`src/rtl/ifu_fetch_stage_if.sv`:
```
// ifu_fetch_stage_if: single-outstanding instruction fetch request/response bus.
interface ifu_fetch_stage_if;
    logic        req_valid;
    logic [31:0] req_addr;
    logic        req_ready;
    logic        rsp_valid;
    logic [31:0] rsp_data;
    modport master (output req_valid, req_addr, input req_ready, rsp_valid, rsp_data);
    modport slave (input req_valid, req_addr, output req_ready, rsp_valid, rsp_data);
endinterface

```
`src/rtl/ifu_fetch_stage.sv`:
```
// ifu_fetch_stage: PC register, single-outstanding fetch FSM and IF/ID register.
// Define IFU_MISALIGN_CHECK_EN to trap misaligned jump targets on inst_misalign_o.
module ifu_fetch_stage #(
    parameter logic [31:0] RESET_PC = 32'h8000_0000,
    parameter logic [31:0] NOP_INST = 32'h0000_0013
) (
    input  logic               clk,
    input  logic               rst,
    input  logic               jump_flag_i,
    input  logic [31:0]        jump_addr_i,
    input  logic [2:0]         hold_flag_i,
    input  logic               pip_flush_i,
    ifu_fetch_stage_if.master  bus,
    output logic [31:0]        inst_o,
    output logic [31:0]        inst_addr_o,
    output logic               inst_valid_o,
`ifdef IFU_MISALIGN_CHECK_EN
    output logic               inst_misalign_o,
`endif
    output logic               stallreq_from_if_o
);
    typedef enum logic [1:0] {REQ, WAIT, BUF} state_t;
    state_t state, state_nxt;
    logic [31:0] pc, pc_nxt, addr_q, skid, dlv_data;
    logic kill, kill_nxt, vld_q, hold_id, hand, rsp_ok, deliver, mis_jump, blocked;

    assign hold_id  = hold_flag_i >= 3'd2;
    assign hand     = bus.req_valid & bus.req_ready;
    assign rsp_ok   = state == WAIT & bus.rsp_valid & !kill;
    assign deliver  = !hold_id & (rsp_ok | state == BUF);
    assign dlv_data = state == BUF ? skid : bus.rsp_data;

`ifdef IFU_MISALIGN_CHECK_EN
    logic mis_q;
    assign mis_jump        = jump_flag_i & |jump_addr_i[1:0];
    assign blocked         = mis_q;
    assign inst_misalign_o = mis_q;
    always_ff @(posedge clk or posedge rst) begin
        if (rst) mis_q <= 1'b0;
        else if (jump_flag_i | pip_flush_i) mis_q <= mis_jump;
    end
`else
    assign mis_jump = 1'b0;
    assign blocked  = 1'b0;
`endif

    // A request that was raised but not yet accepted stays up with its captured address.
    assign bus.req_valid      = !rst & state == REQ & (vld_q | (hold_flag_i == 3'd0 & !blocked));
    assign bus.req_addr       = vld_q ? addr_q : pc;
    assign stallreq_from_if_o = !rst & state != BUF;

    always_comb begin
        state_nxt = state;
        pc_nxt    = deliver ? pc + 32'd4 : pc;
        kill_nxt  = kill;
        if (state == REQ & hand) state_nxt = WAIT;
        if (state == WAIT & bus.rsp_valid) begin
            state_nxt = rsp_ok & hold_id ? BUF : REQ;
            kill_nxt  = 1'b0;
        end
        if (state == BUF & !hold_id) state_nxt = REQ;
        // A jump marks any request already on the bus so its response is dropped.
        if (jump_flag_i) begin
            pc_nxt    = jump_addr_i & ~32'd3;
            kill_nxt  = bus.req_valid | (state == WAIT & !bus.rsp_valid);
            state_nxt = hand | (state == WAIT & !bus.rsp_valid) ? WAIT : REQ;
        end
    end

    always_ff @(posedge clk or posedge rst) begin
        if (rst) begin
            state        <= REQ;
            pc           <= RESET_PC;
            kill         <= 1'b0;
            vld_q        <= 1'b0;
            addr_q       <= RESET_PC;
            skid         <= NOP_INST;
            inst_o       <= NOP_INST;
            inst_addr_o  <= '0;
            inst_valid_o <= 1'b0;
        end else begin
            state <= state_nxt;
            pc    <= pc_nxt;
            kill  <= kill_nxt;
            vld_q <= bus.req_valid & !bus.req_ready;
            if (bus.req_valid) addr_q <= bus.req_addr;
            if (rsp_ok & hold_id) skid <= bus.rsp_data;
            if (mis_jump) begin
                inst_o       <= NOP_INST;
                inst_addr_o  <= jump_addr_i;
                inst_valid_o <= 1'b1;
            end else if (jump_flag_i | pip_flush_i) begin
                inst_o       <= NOP_INST;
                inst_addr_o  <= '0;
                inst_valid_o <= 1'b0;
            end else if (!hold_id) begin
                inst_o       <= deliver ? dlv_data : NOP_INST;
                inst_valid_o <= deliver;
                if (deliver) inst_addr_o <= pc;
            end
        end
    end
endmodule
```
`src/flat_wrapper.sv`:
```
// flat-port wrapper written by rule: the top's interface ports become plain ports
module ifu_fetch_stage_flat 
#(
    parameter logic [31:0] RESET_PC = 32'h8000_0000,
    parameter logic [31:0] NOP_INST = 32'h0000_0013
)
  (clk, rst, jump_flag_i, jump_addr_i, hold_flag_i, pip_flush_i, inst_o, inst_addr_o, inst_valid_o, stallreq_from_if_o, bus_req_valid, bus_req_addr, bus_req_ready, bus_rsp_valid, bus_rsp_data);
  ifu_fetch_stage_if bus_i ();
  input  logic clk;
  input  logic rst;
  input  logic jump_flag_i;
  input  logic [31:0] jump_addr_i;
  input  logic [2:0] hold_flag_i;
  input  logic pip_flush_i;
  output logic [31:0] inst_o;
  output logic [31:0] inst_addr_o;
  output logic inst_valid_o;
  output logic stallreq_from_if_o;
  output wire logic [$bits(bus_i.req_valid)-1:0] bus_req_valid;
  output wire logic [$bits(bus_i.req_addr)-1:0] bus_req_addr;
  input wire logic [$bits(bus_i.req_ready)-1:0] bus_req_ready;
  input wire logic [$bits(bus_i.rsp_valid)-1:0] bus_rsp_valid;
  input wire logic [$bits(bus_i.rsp_data)-1:0] bus_rsp_data;
  assign bus_req_valid = bus_i.req_valid;
  assign bus_req_addr = bus_i.req_addr;
  assign bus_i.req_ready = bus_req_ready;
  assign bus_i.rsp_valid = bus_rsp_valid;
  assign bus_i.rsp_data = bus_rsp_data;
  ifu_fetch_stage #(.RESET_PC(RESET_PC), .NOP_INST(NOP_INST)) u_core (.clk(clk), .rst(rst), .jump_flag_i(jump_flag_i), .jump_addr_i(jump_addr_i), .hold_flag_i(hold_flag_i), .pip_flush_i(pip_flush_i), .bus(bus_i), .inst_o(inst_o), .inst_addr_o(inst_addr_o), .inst_valid_o(inst_valid_o), .stallreq_from_if_o(stallreq_from_if_o));
endmodule
```
`config.mk`:
```
export PLATFORM = sky130hd
export DESIGN_NAME = ifu_fetch_stage_flat
export DESIGN_NICKNAME = d
export VERILOG_FILES = /design/src/rtl/ifu_fetch_stage_if.sv /design/src/rtl/ifu_fetch_stage.sv /design/src/flat_wrapper.sv
export SDC_FILE = /design/constraint.sdc
export NUM_CORES = 1
export LEC_CHECK = 0
export ABC_AREA = 1
export CELL_PAD_IN_SITES_DETAIL_PLACEMENT = 0
export CELL_PAD_IN_SITES_GLOBAL_PLACEMENT = 1
export CORE_AREA = 3 3 150 152
export CTS_BUF_LIST = sky130_fd_sc_hd__clkbuf_4 sky130_fd_sc_hd__clkbuf_8
export DETAILED_ROUTE_END_ITERATION = 10
export DIE_AREA = 0 0 153 155
export HOLD_SLACK_MARGIN = 0.03
export PLACE_DENSITY_LB_ADDON = 0.3
export SETUP_SLACK_MARGIN = 0.5
export SLEW_MARGIN = 10
export SYNTH_ARGS = -nofsm -noshare
export SYNTH_HDL_FRONTEND = slang
export SYNTH_SLANG_ARGS = --single-unit
```
`constraint.sdc`:
```
create_clock -name clk -period 6.65 [get_ports clk]
set_input_delay 0.9975 -clock clk [delete_from_list [all_inputs] [get_ports clk]]
set_output_delay 0.9975 -clock clk [all_outputs]
set_load 0.01 [all_outputs]
```
==> run_results.csv, run 1 <==
group,metric,value,unit
timing,final.min_clock_period,4.12,ns
timing,fin_crit_sh,62.0,%
clocking,cts_resized,0,
timing,tightest_slew,1.00,ns
layout,multiInputGateArea,0.00332,mm²
critical_path,crit_path_start_kind,"flop",
logic_synthesis,async_reset_ff_share,100,%
pwr,powerDensity,239,mW/mm²
layout,antenna-diode-count,0,
clocking,h-tree-depth,4,
detailed_routing,antenna_left,0,
grt,use_met3,5.20,%
logic_synthesis,synthCells,1106,
grt,met2_usage,29.3,%
grt,grt_use_total,18.7,%
clocking,cts_setup_buffers,0,
logic_synthesis,syn_nets,1180,
clocking,clkSlewWorstSetupHoldPaths,0.09,ns
pwr,switchingPower,761,µW
timing,relSlewSlack,32.9,%
pwr,ir_drop,121,µV
detailed_routing,firstDrtPassIters,5,
timing,setup_violations,0,
logic_synthesis,ys_seq_elements,162,
floorplanning,rows,53,
grt,grt_max_degree,105,
clocking,cts_tree,"yes",
timing,rsz0062_at_grt,"false",
grt,antenna_found_initial,2,
place,dpl.hpwl,15300,µm
timing,clock_skew,0.0184,ns
logic_synthesis,synth_warnings,0,
floorplanning,core,0.0212,mm²
layout,drive_gt1_share,6.01,%
detailed_routing,wl_per_cell,14.4,µm
logic_synthesis,ys_seq_area_share,50.5,%
clocking,holdBufCountCts,0,
grt,grt-busiest-layer,"met2",
critical_path,critPathKind,"reg -> out",
grt,grt_pass1_vias,6952,
flow_run,drv_cap,0,
place,gp_congestion,0.825,
pwr,p_seq_share,51.4,%
logic_synthesis,synth.distinct_cells,30,
floorplanning,die_h,155,µm
layout,seqCellArea,0.00406,mm²
critical_path,worstPathArrival,3.12,ns
hold_path,hold_class,"reg -> reg",
logic_synthesis,syn_area,0.00805,mm²
run_status,outcome,"completed",
layout,most-common-layout-cells,"nand2_1, clkdlybuf4s50_1, dfrtp_1, o21ai_0, inv_1",
logic_synthesis,synth_ff_type,"dfrtp_1",
detailed_routing,drt-total-wl,22100,µm
logic_synthesis,synth.avg_cell_area,7.28,µm²
logic_synthesis,synth_largest_area_cell,"dfrtp_1",
clocking,numCtsBuffers,17,
clocking,root_buffer,"clkbuf_8",
critical_path,worst_setup_path_end_kind,"primary output",
clocking,cts_buffer_depth,2,
grt,grt_pass1_wl,36000,µm
grt,grt_overflow,0,
timing,hold_slack,0.464,ns
pwr,p_int,1.71,mW
place,io_buffers,169,
layout,layout.nets,1326,
clocking,clock_sink_count,162,
floorplanning,initial_utilization,38.1,%
pwr,comb_power_share,18.4,%
detailed_routing,vias_per_cell,4.70,
pwr,p_sw_share,30.8,%
detailed_routing,vias,7239,
pwr,p_clk_share,30.2,%
layout,syn_to_final_growth,28.1,%
floorplanning,die-area,0.0237,mm²
layout,nFillCells,2114,
timing,tns,0,ns
logic_synthesis,synth_top_cell_area_share,47.9,%
critical_path,critPathRequiredTime,5.65,ns
logic_synthesis,synth-edff-count,0,
floorplanning,ioPinCount,172,
layout,layout_commonest_cell,"nand2_1",
detailed_routing,drt-initial-drc-count,331,
timing,finalHoldViolations,0,
logic_synthesis,synthTopCellsByArea,"dfrtp_1, nand2_1, o21ai_0",
layout,final_core_util,48.7,%
detailed_routing,drc,0,
pwr,p_leak,5.03,nW
grt,gr-usage-met1,25.8,%
timing,slew_violations,0,
timing,max_freq,0.243,GHz
floorplanning,die_w,153,µm
critical_path,cp_max_fo,39,
clocking,clkLatencyLatePin,0.46,ns
cell usage after synthesis, types with 2 or more instances:
library cell,number
nand3_1,71
inv_2,4
nand4_1,3
dfstp_2,8
nor2_1,51
and2_1,2
nor3_1,2
nand2_2,11
buf_2,18
clkbuf_1,26
nand2_4,2
o21ai_0,136
a21boi_0,2
inv_1,110
o21ai_1,4
nand2_1,481
buf_4,3
xor2_1,2
dfrtp_1,154
or2_2,6
layer usage:
layer / vias to the layer above / routed length (µm)
li1: 3718 / -
met4: 4 / 289
met5: - / 26
met2: 178 / 9970
met1: 3316 / 10500
met3: 23 / 1350
power by group through the flow:
stage,Combinational (mW),Sequential [mW],Clock (mW)
final,0.455,1.27,0.744
after detailed placement,0.461,1.29,0
after global placement,0.451,1.28,0
after CTS,0.462,1.27,0.774
after global routing,0.526,1.29,0.805
after floorplan,0.292,1.26,0
path summary, 6_finish.rpt:
check                                       startpoint  cells past startpoint                             to  slack (ns)
setup / recovery                u_core.vld_q$_DFF_PP0_                      6                  bus_req_valid        2.53
hold / removal              u_core.skid[0]$_DFFE_PP1P_                      2     u_core.skid[0]$_DFFE_PP1P_        0.46
setup reg to reg           u_core.state[1]$_DFFE_PP0P_                      8      u_core.pc[21]$_DFFE_PP0P_        3.56
hold reg to reg             u_core.skid[0]$_DFFE_PP1P_                      2     u_core.skid[0]$_DFFE_PP1P_        0.46
max in group asynchronous                          rst                      3  u_core.addr_q[28]$_DFFE_PP0N_        4.04
min in group asynchronous                          rst                      2    u_core.skid[30]$_DFFE_PP0P_        1.22
cell families after synthesis:
logic type | count (synthesis) | synth area share (%)
and+or+nand+nor | 632 | 31.6
xor gates and xnor gates | 2 | 0.218
adders and majority gates | 1 | 0.155
DFF | 162 | 50.5
buffers and inverters | 165 | 8.42
AOI/OAI and AO/OA | 144 | 9.08
flip-flops by register name, indices dropped and copies added (netlist names):
name / cells
u_core.addr_q: 32
u_core.inst_addr_o: 31
u_core.inst_o: 32
u_core.inst_valid_o: 1
u_core.kill: 1
u_core.pc: 30
u_core.skid: 32
u_core.state: 2
u_core.vld_q: 1
stage by stage:
stage | setup WS [ns] | instances | power (mW) | instance area (µm²)
global placement | 2.75 | 1508 | 1.73 | 9910
global route | 2.31 | 1539 | 2.62 | 10300
CTS | 2.50 | 1539 | 2.50 | 10300
floorplan | 1.29 | 1106 | 1.55 | 8050
detailed placement | 2.76 | 1508 | 1.75 | 9910
finish | 2.53 | 1539 | 2.47 | 10300
worst max-delay path, cell delays in order (launching register included):
cell and delay, ns:
dfrtp_1 0.78, buf_4 0.45, inv_1 0.19, o21ai_0 0.10
and2_1 0.13, buf_4 0.36, clkdlybuf4s50_1 0.62
layout make-up:
class | instances | share of cell area (%)
tap | 275 | 3.34
timing repair buffer | 176 | 16.9
inverter | 116 | 4.28
sequential | 162 | 39.4
clock buffer | 18 | 2.40
multi-input combinational | 779 | 32.2
clock inverter | 13 | 1.44
No activity file was read; power rests on OpenSTA's default activity.
==> inputs of run 2 (changes only) <==
- CORE_AREA: 3 3 150 152 -> 3 3 158 160
- DIE_AREA: 0 0 153 155 -> 0 0 161 163
- clock period: 6.65 -> 3.65 ns (I/O delays scaled with it)
==> run_results.csv, run 2 (synthesis results as in run 1) <==
group,metric,value,unit
place,pre_cts_slack,0.688,ns
layout,nFillCells,2445,
critical_path,worst_setup_path_end_kind,"primary output",
critical_path,worstPathArrival,2.24,ns
clocking,h-tree-depth,4,
floorplanning,initial_utilization,34.2,%
timing,fin_crit_sh,76.4,%
detailed_routing,firstDrtPassIters,6,
critical_path,cp_top_family,"buffers and inverters",
place,dpl.hpwl,16400,µm
layout,layout_commonest_cell,"nand2_1",
detailed_routing,drc,0,
place,gp_congestion,0.821,
floorplanning,rows,56,
clocking,cts_buffer_depth,2,
grt,antenna_found_initial,3,
critical_path,critPathRequiredTime,3.10,ns
timing,tightest_slew,0.723,ns
critical_path,crit_path_start_kind,"flop",
clocking,cts_tree,"yes",
timing,rsz0062_at_grt,"false",
timing,tns,0,ns
timing,setup_violations,0,
layout,drive_gt1_share,6.68,%
critical_path,cp_max_fo,23,
critical_path,critPathSlowestCell,"clkdlybuf4s50_1",
grt,grt_pass1_vias,7066,
hold_path,hold_class,"reg -> reg",
floorplanning,die_w,161,µm
floorplanning,ioPinCount,172,
pwr,p_leak,5.09,nW
run_status,outcome,"completed",
grt,grt_pass1_wl,37500,µm
timing,relSlewSlack,51.8,%
layout,antenna-diode-count,0,
detailed_routing,drt-total-wl,23100,µm
timing,slew_violations,0,
floorplanning,core,0.0235,mm²
floorplanning,die-area,0.0262,mm²
timing,final.min_clock_period,2.79,ns
detailed_routing,antenna_left,0,
timing,final.setup.worst_slack,0.861,ns
clocking,cts_setup_buffers,0,
timing,finalHoldViolations,0,
pwr,powerDensity,437,mW/mm²
timing,max_freq,0.359,GHz
critical_path,critPathKind,"reg -> out",
grt,grt_overflow,0,
detailed_routing,vias_per_cell,4.59,
critical_path,crit_chain,"inv_1 > o21ai_0 > and2_1 > clkdlybuf4s50_1",
clocking,root_buffer,"clkbuf_8",
pwr,ir_drop,186,µV
place,io_buffers,169,
critical_path,cp_num_buf_inv,2,
floorplanning,die_h,163,µm
detailed_routing,drt-initial-drc-count,458,
detailed_routing,vias,7314,
timing,clock_skew,0.0134,ns
layout,most-common-layout-cells,"nand2_1, clkdlybuf4s50_1, dfrtp_1, o21ai_0, inv_1",
critical_path,crit_path_max_incr_delay,0.60,ns
detailed_routing,wl_per_cell,14.5,µm
timing,hold_slack,0.471,ns
clocking,clock_sink_count,162,
layout,final_core_util,44.4,%
layout,reg.largest.list,"u_core.addr_q x32, u_core.inst_o x32, u_core.skid x32",
flow_run,drv_cap,0,
layout,syn_to_final_growth,29.9,%
clocking,numCtsBuffers,17,
clocking,clkSlewWorstSetupHoldPaths,0.09,ns
grt,grt_use_total,17.9,%
grt,grt_max_degree,129,
clocking,clkLatencyLatePin,0.45,ns
layout,layout.nets,1335,
==> run 2: path summary, 6_finish.rpt <==
kind / to / start / cells past startpoint / slack [ns]
max: bus_req_valid / u_core.vld_q$_DFF_PP0_ / 4 / 0.86
min: u_core.addr_q[31]$_DFFE_PP1N_ / u_core.addr_q[31]$_DFFE_PP1N_ / 2 / 0.47
max reg2reg: u_core.addr_q[27]$_DFFE_PP0N_ / u_core.vld_q$_DFF_PP0_ / 8 / 1.45
min reg2reg: u_core.addr_q[31]$_DFFE_PP1N_ / u_core.addr_q[31]$_DFFE_PP1N_ / 2 / 0.47
max in group asynchronous: u_core.vld_q$_DFF_PP0_ / rst / 3 / 2.33
min in group asynchronous: u_core.skid[6]$_DFFE_PP0P_ / rst / 3 / 0.71
==> run 2: through the flow <==
stage                     power [mW]  std cells  cell area [µm²]
after global placement          3.17       1561            10000
after global routing            4.88       1592            10500
after CTS                       4.64       1592            10500
after floorplan                 2.83       1106             8050
after detailed placement        3.20       1561            10000
final                           4.57       1592            10500
==> run 2: timing repair <==
item,4_1_cts,5_1_grt
setup endpoints to repair,0,2
hold buffers,0,0
resized for setup,0,1
==> run 2: report_power, final <==
part	total, mW	internal (mW)	switching (mW)
Clock	1.42	0.714	0.703
Combinational	0.843	0.357	0.485
Sequential	2.31	2.13	0.185
==> run 2: per-layer routing <==
layer	track usage, %	share of wire, %
met1	24.4	47
met2	28.7	45
met4	3.25	0.72
met3	5.29	6.3
met5	0	0.20
==> run 2: layout make-up <==
cell class / count / area (µm²) / share of cell area [%]
clock inverter: 11 / 153 / 1.46
multi-input combinational: 779 / 3320 / 31.7
sequential: 162 / 4070 / 38.9
inverter: 116 / 440 / 4.21
tap: 319 / 399 / 3.82
clock buffer: 20 / 263 / 2.51
timing repair buffer: 185 / 1820 / 17.4
==> run 2: tightest hold or removal path, stage by stage, from the launching register on <==
cell and delay, ns:
dfstp_2 0.37, nand2_1 0.05, nand2_1 0.05
==> inputs of run 3 (changes only) <==
- CORE_AREA: 3 3 158 160 -> 3 3 150 152
- DIE_AREA: 0 0 161 163 -> 0 0 153 155
- clock period: 3.65 -> 2.75 ns (I/O delays scaled with it)
==> run_results.csv, run 3 (synthesis results as in run 1) <==
group,metric,value,unit
clocking,root_buffer,"clkbuf_8",
hold_path,min_from,"u_core.skid[0]$_DFFE_PP1P_",
grt,grt_use_total,19.6,%
grt,grt_pass1_wl,37600,µm
hold_path,holdPathEnd,"u_core.skid[0]$_DFFE_PP1P_",
clocking,clock_sink_count,162,
timing,tns,0,ns
run_status,outcome,"completed",
critical_path,rrSetupSlack,0.63,ns
flow_run,drv_cap,0,
place,gp_congestion,0.831,
layout,reg.largest.list,"u_core.addr_q x32, u_core.inst_o x32, u_core.skid x32",
timing,clock_skew,0.0150,ns
pwr,powerDensity,567,mW/mm²
critical_path,worstRegToRegCells,10,
clocking,cts_buffer_depth,2,
layout,layout_commonest_cell,"nand2_1",
detailed_routing,drt-initial-drc-count,385,
critical_path,critPathRequiredTime,2.34,ns
critical_path,rr_startpoint,"u_core.vld_q$_DFF_PP0_",
hold_path,hold_class,"reg -> reg",
layout,most-common-layout-cells,"nand2_1, dfrtp_1, clkdlybuf4s50_1, o21ai_0, inv_1",
layout,layout.nets,1339,
clocking,cts_tree,"yes",
detailed_routing,antenna_left,0,
layout,antenna-diode-count,0,
timing,setup_violations,0,
timing,slew_violations,0,
timing,relSlewSlack,48.1,%
grt,antenna_found_initial,4,
pwr,ir_drop,293,µV
detailed_routing,firstDrtPassIters,5,
place,pre_cts_slack,0.242,ns
layout,drive_gt1_share,7.44,%
floorplanning,core,0.0212,mm²
floorplanning,die-area,0.0237,mm²
timing,tightest_slew,0.779,ns
place,io_buffers,169,
timing,final.setup.worst_slack,0.389,ns
critical_path,crit_path_start_kind,"flop",
timing,hold_slack,0.464,ns
grt,grt_pass1_vias,7096,
timing,final.min_clock_period,2.36,ns
detailed_routing,drt-total-wl,22900,µm
floorplanning,die_h,155,µm
detailed_routing,vias,7297,
floorplanning,initial_utilization,38.1,%
detailed_routing,vias_per_cell,4.70,
hold_path,hold_path_depth,2,
floorplanning,rows,53,
critical_path,r2r-end,"u_core.addr_q[26]$_DFFE_PP0N_",
critical_path,worstPathArrival,1.95,ns
grt,grt_overflow,0,
floorplanning,ioPinCount,172,
place,dpl.hpwl,15700,µm
layout,fin_cells,1552,
grt,grt_max_degree,123,
pwr,p_leak,5.27,nW
timing,fin_crit_sh,85.9,%
layout,syn_to_final_growth,30.3,%
critical_path,worst_setup_path_end_kind,"primary output",
critical_path,cp_max_fo,23,
floorplanning,die_w,153,µm
timing,rsz0062_at_grt,"true",
clocking,clkLatencyLatePin,0.45,ns
clocking,h-tree-depth,4,
timing,max_freq,0.424,GHz
clocking,numCtsBuffers,17,
critical_path,critPathKind,"reg -> out",
place,dp.cells,1518,
clocking,clkSlewWorstSetupHoldPaths,0.09,ns
detailed_routing,wl_per_cell,14.7,µm
timing,finalHoldViolations,0,
detailed_routing,drc,0,
## run 3: cell types whose count changed in the layout (fill, tap and decap cells not counted), moves of 2 or more
cell,previous run,this run
clkinvlp_4,4,7
o21ai_0,136,111
dlygate4sd2_1,0,23
o21ai_2,0,4
o21ai_1,4,25
bufbuf_16,0,2
clkdlybuf4s50_1,169,139
dlymetal6s2s_1,0,7
## run 3: cell type report
type | instances | area, µm²
Tap cell | 275 | 344
Fill cell | 2149 | 10700
Sequential cell | 162 | 4070
Clock inverter | 11 | 129
Multi-Input combinational cell | 779 | 3330
Clock buffer | 20 | 263
Inverter | 116 | 444
Timing Repair Buffer | 189 | 1910
## run 3: worst max path at each step
stage                      startpoint                            end
2_1_floorplan                     rst   u_core.addr_q[0]$_DFFE_PP0N_
3_3_place_gp           hold_flag_i[2]  u_core.addr_q[24]$_DFFE_PP0N_
3_5_place_dp           hold_flag_i[2]  u_core.addr_q[26]$_DFFE_PP0N_
4_1_cts        u_core.vld_q$_DFF_PP0_               bus_req_addr[14]
5_1_grt        u_core.vld_q$_DFF_PP0_               bus_req_addr[23]
6_report       u_core.vld_q$_DFF_PP0_               bus_req_addr[23]
## run 3: power by group
group | internal, mW | switching, mW
Clock | 0.853 | 0.930
Combinational | 0.453 | 0.643
Sequential | 2.82 | 0.243
## run 3: timing repair
item / 4_1_cts / 5_1_grt
pin swaps: 0 / 1
setup endpoints to repair: 62 / 14
resized for setup: 52 / 15
gates cloned: 2 / 0
hold buffers: 0 / 0
buffers inserted: 0 / 1
endpoints found under the hold margin: 0 / 0
## run 3: per-layer routing
metal	wire length, µm	vias to the layer above	track usage, %
li1	-	3753	-
met1	10900	3348	27.1
met2	10300	165	31.2
met3	1260	25	4.76
met4	344	6	5.39
met5	36	-	0
## run 3: stage by stage
step                power [mW]  area [µm²]  util, %
floorplan                 3.76        8050        -
global placement          4.20       10000     47.3
detailed placement        4.24       10000     47.3
CTS                       6.03       10400     49.4
global route              6.35       10500     49.6
finish                    5.95       10500     49.6
## run 3: critical path, cell delays in order, from the launching register on
cell and delay, ns:
dfrtp_2 0.44, bufbuf_16 0.31, o21ai_1 0.18, clkdlybuf4s50_1 0.56
